===== src/rtl/seq_shift_unit.sv =====
`default_nettype none
// ============================================================================
//  Module   : seq_shift_unit
//  Purpose  : Multi-cycle shift unit. Shifts a WIDTH-bit operand by a run-time
//             amount, one bit position per clock, in one of four modes:
//             SLA (arithmetic left, overflow detect), SLL (logical left),
//             SRA (arithmetic right) and ROL (rotate left).
//             A start/busy/done handshake issues one operation at a time.
//  Ports    : clk    - clock, rising edge
//             rst    - asynchronous active-high reset
//             start  - load a new operation (ignored while busy)
//             mode   - 00 SLA, 01 SLL, 10 SRA, 11 ROL (sampled with start)
//             amount - shift distance 0..WIDTH-1 (sampled with start)
//             din    - operand (sampled with start)
//             busy   - operation in progress
//             done   - one-cycle pulse, result valid on dout/ovf
//             dout   - working / result register
//             ovf    - sticky SLA overflow flag for the current operation
//  Revision : 1.0  initial release
// ============================================================================
module seq_shift_unit #(
  parameter int WIDTH = 8
) (
  input  logic                     clk,
  input  logic                     rst,
  input  logic                     start,
  input  logic [1:0]               mode,
  input  logic [$clog2(WIDTH)-1:0] amount,
  input  logic [WIDTH-1:0]         din,
  output logic                     busy,
  output logic                     done,
  output logic [WIDTH-1:0]         dout,
  output logic                     ovf
);

  localparam int SW = $clog2(WIDTH);

  localparam logic [1:0] MODE_SLA = 2'b00;
  localparam logic [1:0] MODE_SLL = 2'b01;
  localparam logic [1:0] MODE_SRA = 2'b10;
  localparam logic [1:0] MODE_ROL = 2'b11;

  typedef enum logic [1:0] {
    S_IDLE  = 2'd0,
    S_SHIFT = 2'd1,
    S_DONE  = 2'd2
  } state_t;

  state_t           state_q, state_d;
  logic [1:0]       mode_q,  mode_d;
  logic [SW-1:0]    cnt_q,   cnt_d;
  logic [WIDTH-1:0] dout_q,  dout_d;
  logic             ovf_q,   ovf_d;

  always_ff @(posedge clk or posedge rst) begin
    if (rst) begin
      state_q <= S_IDLE;
      mode_q  <= MODE_SLA;
      cnt_q   <= '0;
      dout_q  <= '0;
      ovf_q   <= 1'b0;
    end else begin
      state_q <= state_d;
      mode_q  <= mode_d;
      cnt_q   <= cnt_d;
      dout_q  <= dout_d;
      ovf_q   <= ovf_d;
    end
  end

  always_comb begin
    state_d = state_q;
    mode_d  = mode_q;
    cnt_d   = cnt_q;
    dout_d  = dout_q;
    ovf_d   = ovf_q;

    case (state_q)
      S_IDLE, S_DONE: begin
        // DONE lasts exactly one cycle; a start seen in it is accepted
        // directly so back-to-back operations skip the IDLE cycle.
        if (state_q == S_DONE) begin
          state_d = S_IDLE;
        end
        if (start) begin
          state_d = S_SHIFT;
          mode_d  = mode;
          cnt_d   = amount;
          dout_d  = din;
          ovf_d   = 1'b0;
        end
      end

      S_SHIFT: begin
        // cnt counts remaining steps; the cnt==0 cycle is the final busy
        // cycle, which gives the N+1 latency including the done transition.
        if (cnt_q == '0) begin
          state_d = S_DONE;
        end else begin
          cnt_d = cnt_q - SW'(1);
          case (mode_q)
            MODE_SLA: begin
              dout_d = {dout_q[WIDTH-2:0], 1'b0};
              // Sign would change on this step if the top two bits differ.
              ovf_d  = ovf_q | (dout_q[WIDTH-1] ^ dout_q[WIDTH-2]);
            end
            MODE_SLL: dout_d = {dout_q[WIDTH-2:0], 1'b0};
            MODE_SRA: dout_d = {dout_q[WIDTH-1], dout_q[WIDTH-1:1]};
            MODE_ROL: dout_d = {dout_q[WIDTH-2:0], dout_q[WIDTH-1]};
            default:  dout_d = dout_q;
          endcase
        end
      end

      default: state_d = S_IDLE;
    endcase
  end

  assign busy = (state_q == S_SHIFT);
  assign done = (state_q == S_DONE);
  assign dout = dout_q;
  assign ovf  = ovf_q;

endmodule
`default_nettype wire

===== config.mk =====
export PLATFORM = sky130hd
export DESIGN_NAME = seq_shift_unit
export DESIGN_NICKNAME = d
export VERILOG_FILES = /design/src/rtl/seq_shift_unit.sv
export SDC_FILE = /design/constraint.sdc
export NUM_CORES = 1
export LEC_CHECK = 0
export BUFFER_PORTS_ARGS = -buffer_cell sky130_fd_sc_hd__clkbuf_2
export CORE_ASPECT_RATIO = 0.6
export CORE_UTILIZATION = 40
export DETAILED_ROUTE_END_ITERATION = 12
export PLACE_DENSITY = 0.67
export SLEW_MARGIN = 0
export SYNTH_ARGS = -nofsm -noshare
export SYNTH_HDL_FRONTEND = slang
export SYNTH_SLANG_ARGS = --single-unit

===== constraint.sdc =====
create_clock -name clk -period 1.75 [get_ports clk]
set_input_delay 0.0875 -clock clk [delete_from_list [all_inputs] [get_ports clk]]
set_output_delay 0.0875 -clock clk [all_outputs]
set_load 0.005 [all_outputs]

After elaboration in Yosys (flattened, before gate mapping):

Index checks and enable logic that the tools add are counted.

* input port bits: 16
* flip-flop bits (word level): 16
* output and inout port bits: 11
* word-level logic and storage cells: 46

* multiplexer cells: 15
* bitwise operators: 2
* add/sub/neg operators: 1
* reductions and logical operators: 11
* equality and inequality tests: 11

Operator list (number)
* $pmux W8 S3: 1
* $mux W8: 2
* $pmux W8 S2: 1
* $reduce_and A4 Y1: 2
* $eq A2 B2 Y1 const B: 3
* $mux W2: 3
* $mux W3: 2
* $ne A2 B2 Y1 const B: 3
* $pmux W3 S2: 1
* $eq A2 B1 Y1 const B: 2
* $logic_not A2 Y1: 2
* $ne A2 B1 Y1 const B: 2
* $pmux W2 S2: 1
* $reduce_and A2 Y1: 2
* $reduce_or A2 Y1: 2
* $logic_not A3 Y1: 1
* $mux W1: 3
* $ne A3 B3 Y1 const B: 1
* $reduce_and A3 Y1: 1
* $sub A3 B1 Y3 const B: 1
* $pmux W1 S2: 1
* $reduce_bool A2 Y1: 1
* $or A1 B1 Y1: 1
* $xor A1 B1 Y1: 1

Logic depth before layout (Yosys ltp):

Gate-level depths: netlist of the first run.

* depth in word-level cells: 5
* depth in mapped cells: 7
* mapped depth without buffers: 7

Worst setup path before layout of the first run:

Ideal clock, no wire load.

* path kind: flip-flop to flip-flop
* from: register cnt_q[0]
* to: register ovf_q, in the netlist ovf
* slack: 428 ps
* clock period less this slack: 1322 ps
* buffers on the path: 0
* cell stages (with the launch flop): 8
* arrival: 1201 ps
* cells stage by stage: dfrtp_1 inv_1 ha_1 nand2b_1 a21oi_4 inv_2 a31oi_1 nor2_1

* longest elaborated chain between the ends: 3

Ends and longest elaborated chain
* from (decl): RTL line 51 `logic [SW-1:0] cnt_q, cnt_d;`
* from (signal assigned): RTL line 65 `cnt_q <= cnt_d;`
* $logic_not A3 Y1: RTL line 97 `if (cnt_q == '0) begin`
* $ne A2 B2 Y1 (no line)
* $reduce_and A4 Y1 (no line)
* to (signal assigned): RTL line 67 `ovf_q <= ovf_d;`
* to (decl): RTL line 53 `logic ovf_q, ovf_d;`

Every way passes these cells.
A chain may end at the register's enable or synchronous reset.

Worst setup path after layout of the first run:

* from: register cnt_q[1]
* to: register dout_q[6], in the netlist dout[6]

* longest elaborated chain between the ends: 3

Ends and longest elaborated chain
* $logic_not A3 Y1: RTL line 97
* $ne A2 B2 Y1 (no line)
* $reduce_and A3 Y1 (no line)
* to (signal assigned): RTL line 66 `dout_q <= dout_d;`
* to (decl): RTL line 52 `logic [WIDTH-1:0] dout_q, dout_d;`

Every way passes these cells.

==> impl_metrics.tcl, run 1 <==
set metrics [dict create \
    cp.required_ns 1.89 \
    synth_seq_area_share_pct 45.1 \
    start_kind "register" \
    p_per_area_nw_per_um2 2110 \
    yosysWarnings 0 \
    nets 134 \
    numCtsBuffers 3 \
    status "finished clean" \
    crit_path_end_kind "register" \
    grt.met3_usage_pct 5.65 \
    syn_inst 86 \
    ys_ff_latch 16 \
    rsz0062_at_grt "no" \
    clk_pin_slew_worst_paths_ns 0.06 \
    synth_edf_count 0 \
    clk_latency_ns 0.25 \
    synth_common_cells "dfrtp_1 (16), nor2_1 (12), a211oi_1 (6), a21o_1 (6), mux2i_1 (6)" \
    post-dp-hpwl_mm 1.38 \
    antenna_found_initial 0 \
    seq_area_um2 400 \
    num_vias 716 \
    fin_util_pct 55.7 \
    place_area_um2 1040 \
    synth.most_common_cell "dfrtp_1" \
    synth_top_area_share_pct 45.1 \
    ir_worst_vdd_v 0.000898 \
    final_cell_area_um2 1100 \
    ant_nets 0 \
    drt_pre_antenna_iters 4 \
    drt-wirelength-per-cell_um 12.8 \
    use_met1_pct 24.8 \
    max_cap_viol_count 0 \
    synth_fp_nets 104 \
    busiest_layer "met2" \
    layoutNonFillerInstCount 142 \
    gr-usage-met2_pct 26.9 \
    track_usage_pct 17.7 \
    cts_max_level 1 \
    synth_area_leaders "dfrtp_1 (45%), mux2i_1 (6.8%), a211oi_1 (5.1%)" \
    initial_core_util_pct 45.1 \
    n_fill_cell 185 \
    num_antenna_cells 0 \
    clock_sinks 16 \
    grt_max_degree 19 \
    place_ws_ns 0.204 \
    synthesis.area_um2 887 \
    synth_area_leader_cell "dfrtp_1" \
    finalCriticalPeriod_ns 1.56 \
    coreArea_um2 1970 \
    skew_ns 0.00634 \
    die_h_um 38.5 \
    hold_depth 3 \
    ios 27 \
    drv_slew 0 \
    numPlacedInstances 138 \
    slew_headroom_pct 58.9 \
    max-clock-path-buffers 2 \
    synthArstFlopShare_pct 100 \
    rows 12 \
    wl_mm 1.82 \
    viasPerCell 5.04 \
    p_leak_nw 0.579 \
    whs_ns 0.0536 \
    avgSynthCellArea_um2 10.3 \
    hold_viol 0 \
    worst-slew-pin-transition_ns 0.615 \
    arrival_ns 1.70 \
    cts_resized 0 \
    syn_to_final_growth_pct 23.6 \
    fmax_ghz 0.641 \
    synth_ff_type "dfrtp_1" \
    reg2reg_depth 7 \
    io_buffers 26 \
    fin_crit_sh_pct 89.2 \
    grt_pass1_vias 637 \
    drive_gt1_share_pct 35.1 \
    tns_ns 0 \
    path_max_fanout 10 \
    multi_input_area_um2 419 \
    p_total_mw 2.31 \
    finalWorstSetupSlack_ns 0.189 \
    fp.dieW_um 62.8 \
    overflow 0 \
    ys_types 28 \
    setup_violations 0 \
    cts_tree "built" \
    dieArea_um2 2420 \
    remaining_drc_errors 0 \
    place_congestion 0.750 \
    crit_type "register to register" \
    hold_class "primary input to register" \
    initialDrtViolationCount 27 \
    grt_pass1_wl_mm 3.08 \
    cts-root-buf "clkbuf_8" \
]
-- worst paths after layout --
path	to	slack, ns	from
setup / recovery	dout[6]	0.19	cnt_q[1]
hold / removal	cnt_q[2]	0.05	amount[2]
min in group asynchronous	dout[2]	0.44	rst
hold reg to reg	ovf	0.50	ovf
max in group asynchronous	dout[7]	0.90	rst
setup reg to reg	dout[6]	0.19	cnt_q[1]
-- worst max-delay path: stages, from the launching register on --
cell	delay [ns]
dfrtp_1	0.36
inv_1	0.11
ha_1	0.19
nand2b_1	0.11
a21oi_4	0.30
buf_12	0.17
a211oi_1	0.05
a21o_1	0.16
-- report_power, final --
| part | switching [mW] | internal, mW |
|---|---|---|
| logic | 0.673 | 0.629 |
| registers | 0.171 | 0.569 |
| clock network | 0.120 | 0.152 |
| total | 0.964 | 1.35 |
-- cells in the final DEF, fill, tap and decap left out, types with 2 or more instances in the layout --
cell type	synthesis	routed
a211oi_1	6	6
a21o_1	6	6
a21oi_1	2	2
a31oi_1	2	2
buf_4	2	2
clkbuf_2	0	26
clkbuf_8	0	3
dfrtp_1	16	16
ha_1	2	2
inv_1	4	4
mux2_2	3	3
mux2i_1	6	6
nand2b_1	3	3
nand3_1	3	3
nor2_1	12	12
nor2b_1	2	2
o21ai_1	2	2
xor2_1	2	2
-- cells by family after synthesis --
logic type | Yosys count | share of synthesized area [%]
AO/OA/AOI/OAI | 24 | 20.5
XOR/XNOR | 2 | 1.97
adder cells (fa/ha/maj) | 2 | 2.82
buffers and inverters | 11 | 7.61
flip-flops | 16 | 45.1
multiplexers | 9 | 10.6
AND/OR/NAND/NOR | 22 | 11.4
-- flip-flops by register name (all words and copies together) (netlist names) --
signal and cells:
mode_q 2, cnt_q 3, state_q 2, dout 8, ovf 1
-- cell type report --
class / instances / share of cell area (%)
Clock buffer: 3 / 3.77
Inverter: 6 / 2.28
Multi-Input combinational cell: 59 / 38.2
Sequential cell: 16 / 36.5
Tap cell: 28 / 3.20
Timing Repair Buffer: 30 / 16.0
-- routing by layer --
| metal | wire (µm) | vias to the layer above |
|---|---|---|
| met4 | 11 | 0 |
| met3 | 74 | 2 |
| met5 | 0 | - |
| met2 | 764 | 17 |
| li1 | - | 358 |
| met1 | 965 | 339 |
-- timing repair --
item / in CTS / in global routing
buffers inserted: 0 / 0
hold buffers: 1 / 0
endpoints found under the hold margin: 16 / 0
(Power assumes the default switching activity.)
==> run 2: changes to the inputs <==
clock period = 1.5 ns   (was 1.75 ns; I/O delays follow)
==> run 2 against run 1 <==
Routed wire length is 9.4% higher. Non-clock buffer count up 4. Total power rose by 25%. Critical endpoint is now dout[1]. Highest routed layer unchanged.
==> impl_metrics.tcl, run 2 (synthesized netlist as in run 1, its figures left out) <==
set metrics [dict create \
    status "finished clean" \
    tns_ns 0 \
    fmax_ghz 0.711 \
    final_cell_area_um2 1140 \
    p_total_mw 2.90 \
    layout_commonest_cell "clkbuf_2" \
    grt_pass1_wl_mm 3.36 \
    clk_pin_slew_worst_paths_ns 0.06 \
    post_cts_buffers 0 \
    antenna_found_initial 0 \
    hold_viol 0 \
    clock_sinks 16 \
    drt_pre_antenna_iters 4 \
    slew_headroom_pct 59.9 \
    setup_violations 0 \
    worst-slew-pin-transition_ns 0.601 \
    final_cell_mix "clkbuf_2 (26), dfrtp_1 (16), nor2_1 (12)" \
    dieArea_um2 2420 \
    remaining_drc_errors 0 \
    p_per_area_nw_per_um2 2530 \
    cts_max_level 1 \
    path_max_fanout 14 \
    syn_to_final_growth_pct 29.1 \
    cp.required_ns 1.64 \
    place_congestion 0.727 \
    rows 12 \
    n_fill_cell 183 \
    coreArea_um2 1970 \
    r2r_slack_ns 0.09 \
    ir_worst_vdd_v 0.00117 \
    cts-root-buf "clkbuf_8" \
    max-clock-path-buffers 2 \
    initial_core_util_pct 45.1 \
    viasPerCell 5.12 \
    clk_latency_ns 0.25 \
    num_antenna_cells 0 \
    cp-endpoint "dout[1]" \
    grt_pass1_vias 745 \
    wl_mm 1.99 \
    fin_util_pct 58.2 \
    place_area_um2 1070 \
    overflow 0 \
    max_cap_viol_count 0 \
    start_kind "register" \
    crit_path_end_kind "register" \
    drt-wirelength-per-cell_um 13.5 \
    fin_crit_sh_pct 93.8 \
    ios 27 \
    ant_nets 0 \
    crit_type "register to register" \
    rsz0062_at_grt "no" \
    skew_ns 0.00420 \
    reg2reg_to "dout[1]" \
    hold_class "primary input to register" \
    arrival_ns 1.55 \
    largest_reg_flops 8 \
    nets 138 \
    drive_gt1_share_pct 40.3 \
    p_leak_nw 0.603 \
    crit_start "cnt_q[0]" \
    reg2reg_depth 7 \
    post-dp-hpwl_mm 1.56 \
    die_h_um 38.5 \
    cts_tree "built" \
    finalCriticalPeriod_ns 1.41 \
    timing.rr.start "cnt_q[0]" \
    io_buffers 26 \
    track_usage_pct 19.4 \
    num_vias 753 \
    initialDrtViolationCount 32 \
    grt_max_degree 17 \
    drv_slew 0 \
    numCtsBuffers 3 \
    fp.dieW_um 62.8 \
]
[run 2: changes by cell type in the layout (fill, tap and decap cells not counted), sizes merged]
cell	previous run	this run
buf	3	7
clkbuf	29	30
[run 2: metrics by stage]
| stage | hold WS, ns | std cells | worst slack (ns) |
|---|---|---|---|
| final | 0.0351 | 147 | 0.0935 |
| after CTS | 0.0360 | 147 | 0.0313 |
| after global routing | 0.0551 | 147 | 0.00594 |
| after floorplan | -0.0113 | 86 | 0.178 |
| after global placement | 0.158 | 142 | 0.106 |
| after detailed placement | 0.160 | 142 | 0.0404 |
[run 2: worst min-delay path by stage]
stage	slack, ns	to	depth (start not counted)	from
CTS	0.04	cnt_q[2]	3	amount[2]
finish	0.04	cnt_q[2]	3	amount[2]
detailed placement	0.16	dout[1]	2	rst
global placement	0.16	dout[2]	2	rst
floorplan	-0.01	cnt_q[0]	1	rst
global route	0.06	cnt_q[2]	3	amount[2]
[run 2: per-layer routing]
layer / wire, µm / GRT usage [%] / part of all wire (%)
met4: 10 / 3.49 / 0.50
met1: 967 / 24.2 / 49
met2: 877 / 32.9 / 44
met5: 0 / 0 / 0
met3: 132 / 7.44 / 6.6
[run 2: layout make-up]
type	instances	area, µm²	share of cell area, %
Multi-Input combinational cell	59	424	37.0
Sequential cell	16	400	35.0
Timing Repair Buffer	34	205	17.9
Clock buffer	4	55.1	4.81
Tap cell	28	35.0	3.06
Inverter	6	25.0	2.19
[run 2: where the power goes]
group	leakage [nW]	switching [mW]	internal [mW]	total (mW)
sequential	0.193	0.207	0.663	0.870
combinational	0.382	0.830	0.815	1.65
clock	0.0288	0.152	0.233	0.385
[run 2: repair_timing]
item                                    in CTS  in global routing
endpoints found under the setup margin       0                  8
endpoints found under the hold margin       16                  0
hold buffers                                 1                  0
resized for setup                            0                  3
[run 2: critical path, cell delays in order (launching register included)]
cell	delay, ns
dfrtp_1	0.36
inv_1	0.08
ha_2	0.18
nand2b_1	0.10
a21oi_4	0.20
buf_12	0.16
a211oi_1	0.05
a21o_1	0.16
==> run 3: changes to the inputs <==
PLACE_DENSITY = default   (was 0.67)
==> run 3 against run 2 <==
Sequential cell count unchanged. Total power rose by 6.0%. Sequential power increased by 0.6%. Clock-buffer cell count unchanged. Critical path type unchanged. Fmax down 1.7%. First-iteration DRC count shrank 16%. Die area is the same. Global-route usage rose by 0.74 points. Non-clock buffer count is the same.
==> impl_metrics.tcl, run 3 (synthesized netlist as in run 1, its figures left out) <==
set metrics [dict create \
    status "finished clean" \
    clk_latency_ns 0.25 \
    worst-slew-pin-transition_ns 0.583 \
    drv_slew 0 \
    n_fill_cell 171 \
    fp.dieW_um 62.8 \
    max-clock-path-buffers 2 \
    cp.required_ns 1.65 \
    overflow 0 \
    io_buffers 26 \
    place_ws_ns -0.00179 \
    grt_pass1_vias 710 \
    whs_ns 0.0269 \
    clock_sinks 16 \
    cts_max_level 1 \
    num_vias 740 \
    p_per_area_nw_per_um2 2610 \
    ir_worst_vdd_v 0.00111 \
    numCtsBuffers 3 \
    die_h_um 38.5 \
    layout_commonest_cell "clkbuf_2" \
    crit_type "register to register" \
    max_cap_viol_count 0 \
    slew_headroom_pct 61.1 \
    grt_pass1_wl_mm 3.39 \
    tns_ns 0 \
    fmax_ghz 0.699 \
    final_cell_mix "clkbuf_2 (26), dfrtp_1 (16), nor2_1 (12)" \
    arrival_ns 1.58 \
    numPlacedInstances 141 \
    coreArea_um2 1970 \
    p_total_mw 3.07 \
    fin_crit_sh_pct 95.4 \
    crit_path_end_kind "register" \
    r2r_slack_ns 0.07 \
    largest_reg_flops 8 \
    start_kind "register" \
    place_congestion 0.728 \
    initialDrtViolationCount 27 \
    nets 138 \
    setup_violations 0 \
    path_max_fanout 7 \
    dieArea_um2 2420 \
    ant_nets 0 \
    drt_pre_antenna_iters 4 \
    num_antenna_cells 0 \
    syn_to_final_growth_pct 33.0 \
    cts-root-buf "clkbuf_8" \
    hold_class "primary input to register" \
    remaining_drc_errors 0 \
    wl_mm 2.09 \
    ios 27 \
    rows 12 \
    finalCriticalPeriod_ns 1.43 \
    skew_ns 0.00374 \
    grt_max_degree 17 \
    hold_viol 0 \
    post_cts_buffers 0 \
    antenna_found_initial 0 \
    cts_tree "built" \
    drt-wirelength-per-cell_um 14.2 \
    finalWorstSetupSlack_ns 0.0697 \
    post-dp-hpwl_mm 1.56 \
    clk_pin_slew_worst_paths_ns 0.07 \
    drive_gt1_share_pct 41.2 \
    initial_core_util_pct 45.1 \
    viasPerCell 5.03 \
    layoutNonFillerInstCount 147 \
    p_leak_nw 0.618 \
    track_usage_pct 20.2 \
]
run 3: changes by cell type in the layout (fill, tap and decap cells not counted), sizes merged:
cell    change
buf         -1
clkbuf      +1
run 3: routing by layer:
layer	wire length [µm]	up-vias	part of all wire, %	global-route usage, %
li1	-	372	-	-
met1	1080	346	51	26.2
met2	897	18	43	32.9
met3	89	4	4.3	5.65
met4	26	0	1.2	6.98
met5	0	-	0	0
run 3: report_power, final:
group | internal, mW | leakage, nW | total (mW) | switching (mW)
Combinational | 0.930 | 0.396 | 1.81 | 0.880
Sequential | 0.663 | 0.193 | 0.875 | 0.212
Clock | 0.233 | 0.0288 | 0.390 | 0.157
Total | 1.83 | 0.618 | 3.07 | 1.25
run 3: path summary, 6_finish.rpt:
| kind | start | end | cells past startpoint |
|---|---|---|---|
| worst max register to register | cnt_q[0] | dout[6] | 7 |
| worst max-delay path | cnt_q[0] | dout[6] | 7 |
| max in group asynchronous | rst | ovf | 3 |
| worst min register to register | ovf | ovf | 2 |
| worst min-delay path | amount[2] | cnt_q[2] | 3 |
| min in group asynchronous | rst | dout[7] | 3 |
run 3: stage by stage:
step	instance area (µm²)	util (%)
final	1180	60.0
after global routing	1180	60.0
after CTS	1130	57.6
after detailed placement	1070	54.3
after global placement	1070	54.3
after floorplan	887	-
run 3: critical path, stage by stage (launching register included):
cell and delay [ns]:
dfrtp_1 0.36, inv_1 0.12, ha_4 0.17, nand2b_4 0.06
a21oi_4 0.25, buf_12 0.15, a211oi_1 0.05, a21o_1 0.16
run 3: layout make-up:
type,count,area [µm²],share of cell area (%)
Tap cell,28,35.0,2.97
Timing Repair Buffer,34,223,18.9
Sequential cell,16,400,33.9
Clock buffer,4,55.1,4.67
Multi-Input combinational cell,59,442,37.4
Inverter,6,25.0,2.12
run 3: timing repair:
action	4_1_cts	5_1_grt
gates resized for setup	0	5
hold endpoints to repair	16	0
pin swaps	1	1
setup endpoints to repair	1	9
gates cloned	0	1
hold buffers	1	0
